===== config.mk =====
export PLATFORM = sky130hd
export DESIGN_NAME = demux_buf
export DESIGN_NICKNAME = d
export VERILOG_FILES = /design/src/rtl/demux_buf.sv
export SDC_FILE = /design/constraint.sdc
export NUM_CORES = 1
export LEC_CHECK = 0
export BUFFER_PORTS_ARGS = -buffer_cell sky130_fd_sc_hd__buf_2
export CORE_ASPECT_RATIO = 1.2
export CORE_MARGIN = 2
export CORE_UTILIZATION = 40
export CTS_CLUSTER_DIAMETER = 120
export CTS_CLUSTER_SIZE = 10
export DETAILED_ROUTE_END_ITERATION = 6
export PLACE_DENSITY = 0.67
export SYNTH_ARGS = -nofsm -noshare
export SYNTH_HDL_FRONTEND = slang
export SYNTH_SLANG_ARGS = --single-unit

===== constraint.sdc =====
create_clock -name clk -period 2.5 [get_ports clk]
set_clock_uncertainty 0.15 [all_clocks]
set_input_delay 0.375 -clock clk [delete_from_list [all_inputs] [get_ports clk]]
set_output_delay 0.375 -clock clk [all_outputs]
set_load 0.03 [all_outputs]

===== src/rtl/demux_buf.sv =====
// Registered 1-to-4 demultiplexer: one valid/ready input stream steered by sel into four FIFOs.
// Optional macro DEMUX_STATS_EN adds the acc_cnt port with per-channel saturating accept counters.
module demux_buf #(
    parameter int WIDTH = 4,
    parameter int DEPTH = 4
) (
    input  logic             clk,
    input  logic             rstn,
    input  logic [WIDTH-1:0] din,
    input  logic [1:0]       sel,
    input  logic             din_valid,
    output logic             din_ready,
    output logic [WIDTH-1:0] a,
    output logic [WIDTH-1:0] b,
    output logic [WIDTH-1:0] c,
    output logic [WIDTH-1:0] d,
    output logic [3:0]       y_valid,
    input  logic [3:0]       y_ready
`ifdef DEMUX_STATS_EN
    ,
    output logic [31:0]      acc_cnt
`endif
);

    localparam int AW = $clog2(DEPTH);
    localparam int CW = AW + 1;

    logic [WIDTH-1:0] mem    [4][DEPTH];
    logic [AW-1:0]    wr_ptr [4];
    logic [AW-1:0]    rd_ptr [4];
    logic [CW-1:0]    count  [4];
    logic [WIDTH-1:0] head   [4];
    logic [3:0]       full;
    logic [3:0]       empty;
    logic [3:0]       push;
    logic [3:0]       pop;

    // Ready depends only on the addressed channel, so a full channel never blocks the others.
    always_comb begin
        for (int k = 0; k < 4; k++) begin
            full[k]  = (count[k] == CW'(DEPTH));
            empty[k] = (count[k] == '0);
        end
        din_ready = ~full[sel];
        for (int k = 0; k < 4; k++) begin
            push[k] = din_valid & din_ready & (sel == 2'(k));
            pop[k]  = ~empty[k] & y_ready[k];
            head[k] = empty[k] ? '0 : mem[k][rd_ptr[k]];
        end
    end

    assign y_valid = ~empty;
    assign a       = head[0];
    assign b       = head[1];
    assign c       = head[2];
    assign d       = head[3];

    always_ff @(posedge clk) begin
        if (!rstn) begin
            for (int k = 0; k < 4; k++) begin
                wr_ptr[k] <= '0;
                rd_ptr[k] <= '0;
                count[k]  <= '0;
            end
        end else begin
            for (int k = 0; k < 4; k++) begin
                if (push[k]) begin
                    wr_ptr[k] <= wr_ptr[k] + AW'(1);
                end
                if (pop[k]) begin
                    rd_ptr[k] <= rd_ptr[k] + AW'(1);
                end
                if (push[k] && !pop[k]) begin
                    count[k] <= count[k] + CW'(1);
                end else if (!push[k] && pop[k]) begin
                    count[k] <= count[k] - CW'(1);
                end
            end
        end
    end

    // Storage is not reset; stale entries are masked because head is zero while empty.
    always_ff @(posedge clk) begin
        for (int k = 0; k < 4; k++) begin
            if (rstn && push[k]) begin
                mem[k][wr_ptr[k]] <= din;
            end
        end
    end

`ifdef DEMUX_STATS_EN
    logic [7:0] stat_cnt [4];

    always_ff @(posedge clk) begin
        if (!rstn) begin
            for (int k = 0; k < 4; k++) begin
                stat_cnt[k] <= '0;
            end
        end else begin
            for (int k = 0; k < 4; k++) begin
                if (push[k] && stat_cnt[k] != 8'hFF) begin
                    stat_cnt[k] <= stat_cnt[k] + 8'd1;
                end
            end
        end
    end

    assign acc_cnt = {stat_cnt[3], stat_cnt[2], stat_cnt[1], stat_cnt[0]};
`endif

endmodule

==> out/qor.csv <==
stage,metric,value,unit
yosys,synthArstFlopShare,0,%
timing,maxSlewHeadroom,71.4,%
final_layout,finalNonFillerCells,489,
yosys,ys.flop_type,edfxtp_1,
yosys,yosys.area.top_type,edfxtp_1,
timing,rsz0062_at_grt,true,
final_layout,drive_gt1_share,23.5,%
final_layout,seq_area,2760,um2
drt,vias,2506,
placement,place_congestion,0.800,
final_layout,finalInstanceArea,5130,um2
clock_network,cts-root-buf,clkbuf_16,
yosys,syn_area,4430,um2
clock_network,htree_levels,3,
drt,final_antenna_net_count,0,
timing,final-setup-viol-count,1,
floorplan,die_h,119,um
floorplan,design.core.area,10900,um2
final_layout,syn2layout_area_growth,15.8,%
timing,worst_pin_slew,0.428,ns
power_and_ir_drop,internal-power,2930,uW
power_and_ir_drop,p_per_area,797,nW/um2
placement,pre_cts_ws,-0.115,ns
yosys,yosysWarnings,0,
clock_network,cts.sinks,92,
critical_path,criticalPathCategory,reg2reg,
placement,dpl-instance-area,4810,um2
drt,wl_met3,332,um
critical_path,crit_slowest_cell,mux4_2,
power_and_ir_drop,pwr-share-seq,46.3,%
critical_path,critPathMaxFanout,3,
timing,finalHoldViolCount,0,
clock_network,clk_latency,0.34,ns
drt,drc,0,
placement,port_buffers,33,
drt,wl_met2,4.37,mm
job,maxCapViolCount,0,
final_layout,multi_input_area,1550,um2
placement,placed_cells,471,
power_and_ir_drop,swShare,28.4,%
final_layout,n_antenna_cell,0,
drt,drt_wl_total,8.43,mm
hold_path,hp-class,in2reg,
drt,highest_layer,met4,
yosys,synth_seq_cells,92,
final_layout,nets,387,
clock_network,clk_transition_reported_paths,0.06,ns
global_route,antenna_found_initial,0,
placement,dpl.hpwl,6.11,mm
yosys,synth-seq-area-share,62.4,%
yosys,synthTopCellsByArea,"edfxtp_1 (62%), mux4_2 (8.6%), ha_1 (5.4%)",
clock_network,postCtsHoldBufs,0,
global_route,grt_pass1_wl,13.2,mm
timing,max_freq,0.392,GHz
critical_path,end_kind,register,
drt,drt-met1-wl,3.58,mm
power_and_ir_drop,switchingPower,1160,uW
clock_network,cts_tree,yes,
yosys,synthCells,305,
timing,setup_slack,-0.0531,ns
yosys,syn-num-nets,340,
global_route,grt-ovfl-total,0,
floorplan,ios,34,
critical_path,reg2reg_depth,7,
yosys,syn_avg_cell_area,14.5,um2
drt,routedWlPerCell,17.2,um
timing,finalCritPeriodShare,102,%
yosys,synth_top_area_share,62.4,%
critical_path,worstPathRequired,2.55,ns
critical_path,crit_path_start_kind,register,
critical_path,regToRegStartpoint,count[1][0],
critical_path,crit_end,count[1][2],
power_and_ir_drop,combPwrFrac,21.0,%
critical_path,crit_start,count[1][0],
global_route,grt_max_degree,17,
final_layout,fillers,965,
power_and_ir_drop,power.leakage,0.00192,uW
power_and_ir_drop,p_clk_share,32.7,%
drt,vias_per_cell,5.12,
run_status,violations,negative setup slack,
critical_path,worst_path_largest_cell_delay,0.45,ns
floorplan,num_rows,42,
critical_path,arrival,2.60,ns
critical_path,r2r_end,count[1][2],
power_and_ir_drop,vdd_drop_max,381,uV
run_status,status,"complete, but fails checks",
timing,period_needed,2.55,ns
yosys,ys_types,38,
power_and_ir_drop,total_power,4090,uW
critical_path,crit_chain,or3b_1 -> and4b_1 -> or2_1 -> fa_2 -> nand2b_1 -> mux4_2 -> nor2_1,
timing,drv_slew,0,
critical_path,r2r_slack,-0.05,ns
yosys,synth-edff-count,92,
global_route,groute.usage.overall,14.8,%
drt,firstDrtPassIters,5,
global_route,grt_pass1_vias,2625,
floorplan,die_x,100,um
clock_network,cts_max_path_buffers,2,
floorplan,initial_core_util,40.5,%
floorplan,dieArea,11900,um2
drt,drtIter0Drc,114,
clock_network,numCtsBuffers,9,
==> cells in the mapped netlist (all sizes together) (3+ instances only) <==
master and n:
clkbuf 13, nand3 8, nor3 10, nor2 13, nor2b 3, mux4 17
a21oi 3, edfxtp 92, o21ai 5, and3 8, nand2 17, or3 4
inv 17, ha 19, xnor2 9, and2 33, fa 3, nand2b 7
==> routing by layer <==
metal | global-route usage (%) | vias to the layer above
met4 | 5.74 | 0
met2 | 25.7 | 47
met1 | 17.1 | 1237
met3 | 4.46 | 6
li1 | - | 1216
met5 | 0 | -
==> per-stage QoR <==
| stage | TNS, ns | hold slack (ns) | utilization, % |
|---|---|---|---|
| after floorplan | -0.157 | 0.324 | - |
| after global placement | -0.0152 | 0.448 | 44.0 |
| after detailed placement | -0.115 | 0.450 | 44.0 |
| after CTS | -0.133 | 0.274 | 46.8 |
| after global routing | -0.166 | 0.302 | 46.9 |
| final | -0.0531 | 0.278 | 46.9 |
==> sequential cells by signal, summed over array words and instances (netlist names) <==
signal  count
rd_ptr      8
count      12
mem        64
wr_ptr      8
==> cells in the final DEF (no fill, tap or decap), types with 4 or more instances in the layout <==
master     synthesis  routed
or3_1              4       4
nor3_1            10      10
edfxtp_1          92      92
o21ai_0            5       5
buf_4              0      17
and2_1            33      33
clkbuf_16          0       9
xnor2_1            9       9
nand2_1           17      17
nand2b_1           7       6
and3_1             8       8
buf_2              0      33
ha_1              19      19
nand3_1            8       8
mux4_2            17      17
inv_1             17      17
nor2_1            13      13
==> layout make-up <==
type / instances / area share, %
Sequential cell: 92 / 53.9
Multi-Input combinational cell: 182 / 30.2
Timing Repair Buffer: 50 / 5.71
Clock buffer: 10 / 4.47
Tap cell: 132 / 3.22
Inverter: 17 / 1.24
Clock inverter: 6 / 1.22
==> critical path, delay by kind of cell (launching register included) <==
kind                       cells  cell delay (ns)
adders and majority gates      1             0.35
DFF                            1             0.39
muxes                          1             0.45
and+or+nand+nor                5             1.06
==> how the worst min path moves through the flow <==
stage                startpoint      endpoint  slack, ns  depth (start not counted)
floorplan                din[0]     mem[0][0]       0.32                          0
global placement    count[2][0]   count[2][0]       0.45                          1
CTS                  y_ready[3]  rd_ptr[3][0]       0.27                          3
detailed placement  count[2][0]   count[2][0]       0.45                          1
global route             din[1]    mem[1][13]       0.30                          1
finish               y_ready[3]  rd_ptr[3][0]       0.28                          3
==> logic make-up after synthesis <==
family / count (synthesis) / share of synthesized area (%)
AND/OR/NAND/NOR: 116 / 14.9
flip-flops: 92 / 62.4
buffers and inverters: 31 / 2.80
adder cells (fa/ha/maj): 22 / 6.73
multiplexers: 17 / 8.65
AO/OA/AOI/OAI: 16 / 2.37
XOR/XNOR: 11 / 2.18
==> repair_timing <==
| action | 4_1_cts | 5_1_grt |
|---|---|---|
| gates cloned | 0 | 0 |
| hold endpoints to repair | 0 | 0 |
| setup endpoints to repair | 1 | 1 |
| pin swaps | 4 | 2 |
| gates resized for setup | 0 | 1 |
| buffers inserted | 2 | 0 |
==> power by group through the flow <==
stage	Combinational, uW	Sequential [uW]	Clock [uW]
6_report	860	1890	1340
5_1_grt	939	1910	1420
4_1_cts	865	1890	1360
3_5_place_dp	853	1930	0
3_3_place_gp	831	1920	0
2_1_floorplan	629	1880	0
Note: power is estimated with default switching activity, not from simulation.
